**config.mk**
```make
export PLATFORM = sky130hd
export DESIGN_NAME = branch_compare_seq_flat
export DESIGN_NICKNAME = d
export VERILOG_FILES = /design/src/rtl/branch_compare_seq_pkg.sv /design/src/rtl/branch_compare_seq_if.sv /design/src/rtl/branch_compare_seq_slice_cmp.sv /design/src/rtl/branch_compare_seq.sv /design/src/flat_wrapper.sv
export SDC_FILE = /design/constraint.sdc
export NUM_CORES = 1
export LEC_CHECK = 0
export ABC_CLOCK_PERIOD_IN_PS = 2600
export CAP_MARGIN = 40
export CORE_MARGIN = 1.5
export CORE_UTILIZATION = 47
export CTS_BUF_LIST = sky130_fd_sc_hd__clkbuf_8
export DETAILED_ROUTE_END_ITERATION = 10
export GPL_TIMING_DRIVEN = 1
export PLACE_DENSITY_LB_ADDON = 0.2
export SETUP_SLACK_MARGIN = 0.1
export SYNTH_ARGS = -nofsm -noshare
export SYNTH_HDL_FRONTEND = slang
export SYNTH_HIERARCHICAL = 1
export SYNTH_SLANG_ARGS = --single-unit
```
**constraint.sdc**
```tcl
create_clock -name clk -period 2.6 [get_ports clk]
set_clock_uncertainty 0.15 [all_clocks]
set_input_delay 0.39 -clock clk [delete_from_list [all_inputs] [get_ports clk]]
set_output_delay 0.39 -clock clk [all_outputs]
set_load 0.01 [all_outputs]
```
**src/rtl/branch_compare_seq_pkg.sv**
```systemverilog
// rv_branch_pkg: shared FSM encoding, default operand width and slice-index width helper
package rv_branch_pkg;
  localparam int XLEN_DEF = 32;
  typedef enum logic [1:0] {
    IDLE = 2'b00,
    CMP  = 2'b01,
    DONE = 2'b10
  } state_e;
  function automatic int idx_w(input int n);
    return n > 1 ? $clog2(n) : 1;
  endfunction
endpackage

```
**src/rtl/branch_compare_seq_if.sv**
```systemverilog
// branch_compare_seq_if: operand request (start_*, rs1, rs2) and flag response (done_*, Br*) handshakes
// master drives operands and done_ready; slave (the comparator) drives start_ready, done_valid and flags
interface branch_compare_seq_if import rv_branch_pkg::*; #(
  parameter int XLEN = XLEN_DEF
);
  logic            start_valid;
  logic            start_ready;
  logic [XLEN-1:0] rs1;
  logic [XLEN-1:0] rs2;
  logic            done_valid;
  logic            done_ready;
  logic            BrEq;
  logic            BrLt;
  logic            BrLtU;
  modport master (
    output start_valid, rs1, rs2, done_ready,
    input  start_ready, done_valid, BrEq, BrLt, BrLtU
  );
  modport slave (
    input  start_valid, rs1, rs2, done_ready,
    output start_ready, done_valid, BrEq, BrLt, BrLtU
  );
endinterface

```
**src/rtl/branch_compare_seq_slice_cmp.sv**
```systemverilog
// slice_cmp: combinational compare of one W-bit slice
// ports: a, b (slices), eq (a == b), ltu (a < b unsigned)
module slice_cmp #(
  parameter int W = 8
) (
  input  logic [W-1:0] a,
  input  logic [W-1:0] b,
  output logic         eq,
  output logic         ltu
);
  assign eq  = a == b;
  assign ltu = a < b;
endmodule

```
**src/rtl/branch_compare_seq.sv**
```systemverilog
// branch_compare_seq: iterative MSB-first branch comparator producing BrEq/BrLt/BrLtU
// ports: clk, rst_n (async, active-low), bus (slave side of branch_compare_seq_if)
module branch_compare_seq import rv_branch_pkg::*; #(
  parameter int XLEN  = XLEN_DEF,
  parameter int CHUNK = 8
) (
  input logic                 clk,
  input logic                 rst_n,
  branch_compare_seq_if.slave bus
);
  localparam int NCHUNK = XLEN / CHUNK;
  localparam int KW     = idx_w(NCHUNK);
  if (XLEN % CHUNK != 0) begin : g_bad_chunk
    $error("XLEN (%0d) must be a multiple of CHUNK (%0d)", XLEN, CHUNK);
  end
  state_e          state_q, state_d;
  logic [KW-1:0]   k_q, k_d;
  logic [XLEN-1:0] rs1_q, rs1_d, rs2_q, rs2_d, sh1, sh2;
  logic            breq_q, breq_d, brlt_q, brlt_d, brltu_q, brltu_d;
  logic            eq, ltu, sign_diff;
  // slice k is moved to the top bits, so the compared slice is always the MSB window
  assign sh1       = rs1_q << (int'(k_q) * CHUNK);
  assign sh2       = rs2_q << (int'(k_q) * CHUNK);
  assign sign_diff = rs1_q[XLEN-1] != rs2_q[XLEN-1];
  slice_cmp #(.W(CHUNK)) u_cmp (
    .a   (sh1[XLEN-1 -: CHUNK]),
    .b   (sh2[XLEN-1 -: CHUNK]),
    .eq  (eq),
    .ltu (ltu)
  );
  always_comb begin
    state_d = state_q;
    k_d     = k_q;
    rs1_d   = rs1_q;
    rs2_d   = rs2_q;
    breq_d  = breq_q;
    brlt_d  = brlt_q;
    brltu_d = brltu_q;
    case (state_q)
      IDLE: if (bus.start_valid) begin
        rs1_d   = bus.rs1;
        rs2_d   = bus.rs2;
        k_d     = '0;
        state_d = CMP;
      end
      CMP: if (!eq) begin
        // a sign difference always shows up in slice 0, so it is resolved on the k=0 cycle
        breq_d  = 1'b0;
        brltu_d = ltu;
        brlt_d  = sign_diff ? rs1_q[XLEN-1] : ltu;
        state_d = DONE;
      end else if (k_q == KW'(NCHUNK - 1)) begin
        breq_d  = 1'b1;
        brlt_d  = 1'b0;
        brltu_d = 1'b0;
        state_d = DONE;
      end else begin
        k_d = k_q + 1'b1;
      end
      DONE: state_d = bus.done_ready ? IDLE : DONE;
      default: state_d = IDLE;
    endcase
  end
  always_ff @(posedge clk or negedge rst_n) begin
    if (!rst_n) begin
      state_q <= IDLE;
      k_q     <= '0;
      rs1_q   <= '0;
      rs2_q   <= '0;
      breq_q  <= 1'b0;
      brlt_q  <= 1'b0;
      brltu_q <= 1'b0;
    end else begin
      state_q <= state_d;
      k_q     <= k_d;
      rs1_q   <= rs1_d;
      rs2_q   <= rs2_d;
      breq_q  <= breq_d;
      brlt_q  <= brlt_d;
      brltu_q <= brltu_d;
    end
  end
  assign bus.start_ready = state_q == IDLE;
  assign bus.done_valid  = state_q == DONE;
  assign bus.BrEq        = breq_q;
  assign bus.BrLt        = brlt_q;
  assign bus.BrLtU       = brltu_q;
endmodule

```
**src/flat_wrapper.sv**
```systemverilog
// flat-port wrapper written by rule: the top's interface ports become plain ports
module branch_compare_seq_flat import rv_branch_pkg::*;
#(
  parameter int XLEN  = XLEN_DEF,
  parameter int CHUNK = 8
)
  (clk, rst_n, bus_start_valid, bus_rs1, bus_rs2, bus_done_ready, bus_start_ready, bus_done_valid, bus_BrEq, bus_BrLt, bus_BrLtU);
  branch_compare_seq_if #(.XLEN(XLEN)) bus_i ();
  input logic clk;
  input logic rst_n;
  input wire logic [$bits(bus_i.start_valid)-1:0] bus_start_valid;
  input wire logic [$bits(bus_i.rs1)-1:0] bus_rs1;
  input wire logic [$bits(bus_i.rs2)-1:0] bus_rs2;
  input wire logic [$bits(bus_i.done_ready)-1:0] bus_done_ready;
  output wire logic [$bits(bus_i.start_ready)-1:0] bus_start_ready;
  output wire logic [$bits(bus_i.done_valid)-1:0] bus_done_valid;
  output wire logic [$bits(bus_i.BrEq)-1:0] bus_BrEq;
  output wire logic [$bits(bus_i.BrLt)-1:0] bus_BrLt;
  output wire logic [$bits(bus_i.BrLtU)-1:0] bus_BrLtU;
  assign bus_i.start_valid = bus_start_valid;
  assign bus_i.rs1 = bus_rs1;
  assign bus_i.rs2 = bus_rs2;
  assign bus_i.done_ready = bus_done_ready;
  assign bus_start_ready = bus_i.start_ready;
  assign bus_done_valid = bus_i.done_valid;
  assign bus_BrEq = bus_i.BrEq;
  assign bus_BrLt = bus_i.BrLt;
  assign bus_BrLtU = bus_i.BrLtU;
  branch_compare_seq #(.XLEN(XLEN), .CHUNK(CHUNK)) u_core (.clk(clk), .rst_n(rst_n), .bus(bus_i));
endmodule
```
==> flow_summary_export.csv <==
group,metric,value,unit
global_routing,grt_overflow,0,
route,met3WireLength,235,um
outcome,result_of_the_run,"complete, no violations",
critical_path,crit_required,2.68,ns
synth,syn_inst,214,
die,fp.dieW,86.71,um
die,core,6794,um^2
worst_hold_path,holdPathEnd,"u_core/rs2_q[13]",
critical_path,ff2ff_path_depth,9,
clock_network,cts_max_level,3,
sta,timing.final.setup_violations,0,
die,std_cell_rows,30,
sta,worst_relative_slew_slack,0.6871,
sta,worst_hold_slack,0.3366,ns
cells_and_area,antenna_cells,0,
synth,synth_area_leader_cell,"sky130_fd_sc_hd__dfrtp_1",
synth,postSynth.asyncResetShare,1.000,
cells_and_area,final_layout_size_suffix_gt1_frac,0.2541,
placement,globalplace.congestion,0.7361,
placement,hpwl,4.528,mm
synth,synthTopCellsByCount,"sky130_fd_sc_hd__dfrtp_1 (71), sky130_fd_sc_hd__mux2_1 (40), sky130_fd_sc_hd__mux2_2 (23)",
global_routing,first_global_vias,2070,
route,top_layer_used,"met4",
cells_and_area,flow.area_growth_from_synthesis,35.03,%
route,routed_wl,6.170,mm
placement,buffer_ports.inserted,72,
route,first_iter_violations,66,
worst_hold_path,hold_class,"register to register",
power_and_ir_drop,cellPowerDensity,986.7,nW/um^2
critical_path,crit_arrival,2.65,ns
clock_network,cts_tree,"yes",
critical_path,worst-path-max-fanout,5,
flow_run,maximum_capacitance_violations,0,
route,num_vias,2034,
critical_path,timing.rr.end,"u_core/bus.BrLt",
synth,postSynthAreaPerCell,15.39,um^2
synth,synth.net_count,291,
die,die_height,86.71,um
synth,synth-main-ff-cell,"sky130_fd_sc_hd__dfrtp_1",
sta,hold_vio_cnt_final,0,
route,drc_violations_left,0,
worst_hold_path,hp-start,"u_core/rs2_q[13]",
synth,post-synth-top-area-fraction,0.5395,
route,ant_nets,0,
route,routed-wl-met2,2.985,mm
synth,ys_top_cells_by_area,"sky130_fd_sc_hd__dfrtp_1 (54%), sky130_fd_sc_hd__mux2_1 (14%), sky130_fd_sc_hd__mux4_2 (11%)",
critical_path,end_kind,"register",
worst_hold_path,min_delay_path_depth,1,
synth,netlist_area,3293,um^2
global_routing,global_route.usage.total,0.1839,
critical_path,r2r_start,"u_core/k_q[0]",
synth,netlist-cell-type-count,26,
synth,synth_warnings,6,
route,drtPass1Iterations,4,
synth,synth.ff_latch_count,71,
die,floorplan.initialDensity,0.4847,
sta,rsz_0062_raised_after_global_routing,"yes",
synth,synth-edff-count,0,
synth,yosys.cell_count.top_type,"sky130_fd_sc_hd__dfrtp_1",
sta,fin_crit,2.566,ns
synth,ys_seq_area_frac,0.5395,
power_and_ir_drop,peakVddDrop,0.4351,mV
cells_and_area,stdcell_count,399,
critical_path,setup.reg_to_reg.worst_slack,0.03,ns
die,floorplan.die_area,7518,um^2
sta,timing_worst_slew_pin_value,0.4693,ns
global_routing,global_route_wire_length_before_repair,10.26,mm
critical_path,worst_setup_path_start_kind,"register",
cells_and_area,design.final.nets,375,
route,routed_wire_length_per_instance,15.46,um
clock_network,insertion_delay,0.34,ns
route,via_per_inst,5.098,
power_and_ir_drop,finalPower,0.004388,W
clock_network,path_clk_slew,0.07,ns
cells_and_area,final_core_utilization,0.6545,
route,met1_length,2.838,mm
power_and_ir_drop,reported_leakage_power,1.817,nW
die,top_level_ports,73,
global_routing,antenna_found_initial,0,
clock_network,numCtsBuffers,9,
global_routing,pin_count_of_the_biggest_net_entering_global_routing,38,
clock_network,clock_sinks,71,
clock_network,ctsRootBufferMaster,"sky130_fd_sc_hd__clkbuf_8",
sta,timing.final.crit_share,0.9868,
critical_path,critPathKind,"register to register",
clock_network,cts_buffer_depth,2,
sta,drv_slew,0,
sta,achievable-frequency,389.8,MHz
placement,numPlacedInstances,379,
==> area by class of cell <==
| cell class | count | area (um^2) |
|---|---|---|
| Clock buffer | 9 | 123.9 |
| Clock inverter | 7 | 32.53 |
| Fill cell | 537 | 2347 |
| Inverter | 12 | 45.04 |
| Multi-Input combinational cell | 120 | 1453 |
| Sequential cell | 71 | 1778 |
| Tap cell | 96 | 120.1 |
| Timing Repair Buffer | 84 | 894.6 |
==> worst max path at each step <==
| stage | startpoint | end | slack, ns | depth (start not counted) |
|---|---|---|---|---|
| global route | u_core/k_q[0] | u_core/bus.BrLt | -0.09 | 9 |
| CTS | u_core/k_q[0] | u_core/bus.BrLt | 0.01 | 9 |
| floorplan | u_core/k_q[0] | u_core/bus.BrLt | 0.02 | 11 |
| detailed placement | u_core/k_q[0] | u_core/bus.BrLt | -0.01 | 10 |
| finish | u_core/k_q[0] | u_core/bus.BrLt | 0.03 | 9 |
| global placement | u_core/k_q[0] | u_core/bus.BrLt | 0.03 | 10 |
==> registers in the layout (all words and copies together), names as in the netlist <==
name / count
u_core/rs1_q: 32
u_core/bus.BrLtU: 1
u_core/bus.BrEq: 1
u_core/rs2_q: 32
u_core/k_q: 2
u_core/state_q: 2
u_core/bus.BrLt: 1
==> per-stage QoR <==
step / area (um^2) / setup WS, ns / TNS (ns)
after floorplan: 3339 / 0.01897 / 0
after global placement: 4188 / 0.02721 / 0
after detailed placement: 4208 / -0.01023 / -0.01023
after CTS: 4394 / 0.01393 / 0
after global routing: 4447 / -0.09219 / -0.1369
final: 4447 / 0.03436 / 0
==> cells by family (layout without fill, tap and decap cells) <==
family                   count (synthesis)  after routing  synth area share
buffers and inverters                   23            112           0.04027
flip-flops                              71             71            0.5395
AND/OR/NAND/NOR                         19             19           0.03230
AO/OA/AOI/OAI                           12             12           0.02583
multiplexers                            79             79            0.3248
adder cells (fa/ha/maj)                 10             10           0.03723
==> power breakdown <==
| part | leakage, nW | switching (W) | internal (W) |
|---|---|---|---|
| combinational | 0.885 | 0.000659 | 0.00107 |
| clock | 0.0949 | 0.000390 | 0.000330 |
| sequential | 0.837 | 0.000296 | 0.00165 |
| total | 1.82 | 0.00134 | 0.00304 |
==> worst max-delay path, stage by stage, from the launching register on <==
cell and delay [ns]:
sky130_fd_sc_hd__dfrtp_2 0.44, sky130_fd_sc_hd__buf_12 0.14, sky130_fd_sc_hd__mux4_2 0.52, sky130_fd_sc_hd__ha_4 0.29, sky130_fd_sc_hd__nor2b_2 0.14, sky130_fd_sc_hd__o211ai_2 0.08, sky130_fd_sc_hd__a21oi_2 0.18, sky130_fd_sc_hd__a2111oi_4 0.05
sky130_fd_sc_hd__maj3_2 0.29, sky130_fd_sc_hd__a22o_1 0.17
==> placed cells by master, fill, tap and decap left out <==
master	Yosys	routed
sky130_fd_sc_hd__or2_1	1	1
sky130_fd_sc_hd__clkdlybuf4s50_1	0	71
sky130_fd_sc_hd__dfrtp_2	0	1
sky130_fd_sc_hd__clkbuf_16	0	1
sky130_fd_sc_hd__nor2_1	4	3
sky130_fd_sc_hd__ha_1	9	7
sky130_fd_sc_hd__dlygate4sd3_1	0	1
sky130_fd_sc_hd__nand4_1	2	2
sky130_fd_sc_hd__maj3_2	0	1
sky130_fd_sc_hd__mux2_2	23	23
sky130_fd_sc_hd__o211ai_2	1	1
sky130_fd_sc_hd__nor3b_4	0	1
sky130_fd_sc_hd__buf_6	5	1
sky130_fd_sc_hd__nor2b_1	3	2
sky130_fd_sc_hd__ha_4	0	2
sky130_fd_sc_hd__a21oi_2	0	1
sky130_fd_sc_hd__nor2b_2	0	1
sky130_fd_sc_hd__inv_2	0	1
sky130_fd_sc_hd__buf_4	1	5
sky130_fd_sc_hd__dfrtp_1	71	70
sky130_fd_sc_hd__nand2_1	5	5
sky130_fd_sc_hd__nor4bb_4	0	1
sky130_fd_sc_hd__a2111oi_4	0	1
sky130_fd_sc_hd__a21oi_1	4	3
sky130_fd_sc_hd__nand2b_1	1	1
sky130_fd_sc_hd__buf_12	0	5
sky130_fd_sc_hd__o21ai_1	3	4
sky130_fd_sc_hd__a22o_1	2	2
sky130_fd_sc_hd__mux4_2	16	16
sky130_fd_sc_hd__clkbuf_8	0	9
sky130_fd_sc_hd__clkinv_2	0	5
sky130_fd_sc_hd__and2_1	1	1
sky130_fd_sc_hd__nor2_2	0	1
sky130_fd_sc_hd__mux2_1	40	40
sky130_fd_sc_hd__inv_1	12	13
==> timing repair <==
item / in CTS / in global routing
setup buffers: 1 / 1
endpoints found under the hold margin: 35 / 0
setup endpoints to repair: 5 / 6
hold buffers: 1 / 0
resized for setup: 2 / 4
gates cloned: 0 / 1
==> routing by layer <==
layer,GRT usage,vias to the layer above
li1,-,946
met1,0.2443,1028
met2,0.2898,51
met3,0.03905,9
met4,0.08798,0
met5,0,-
(Power assumes the default switching activity.)
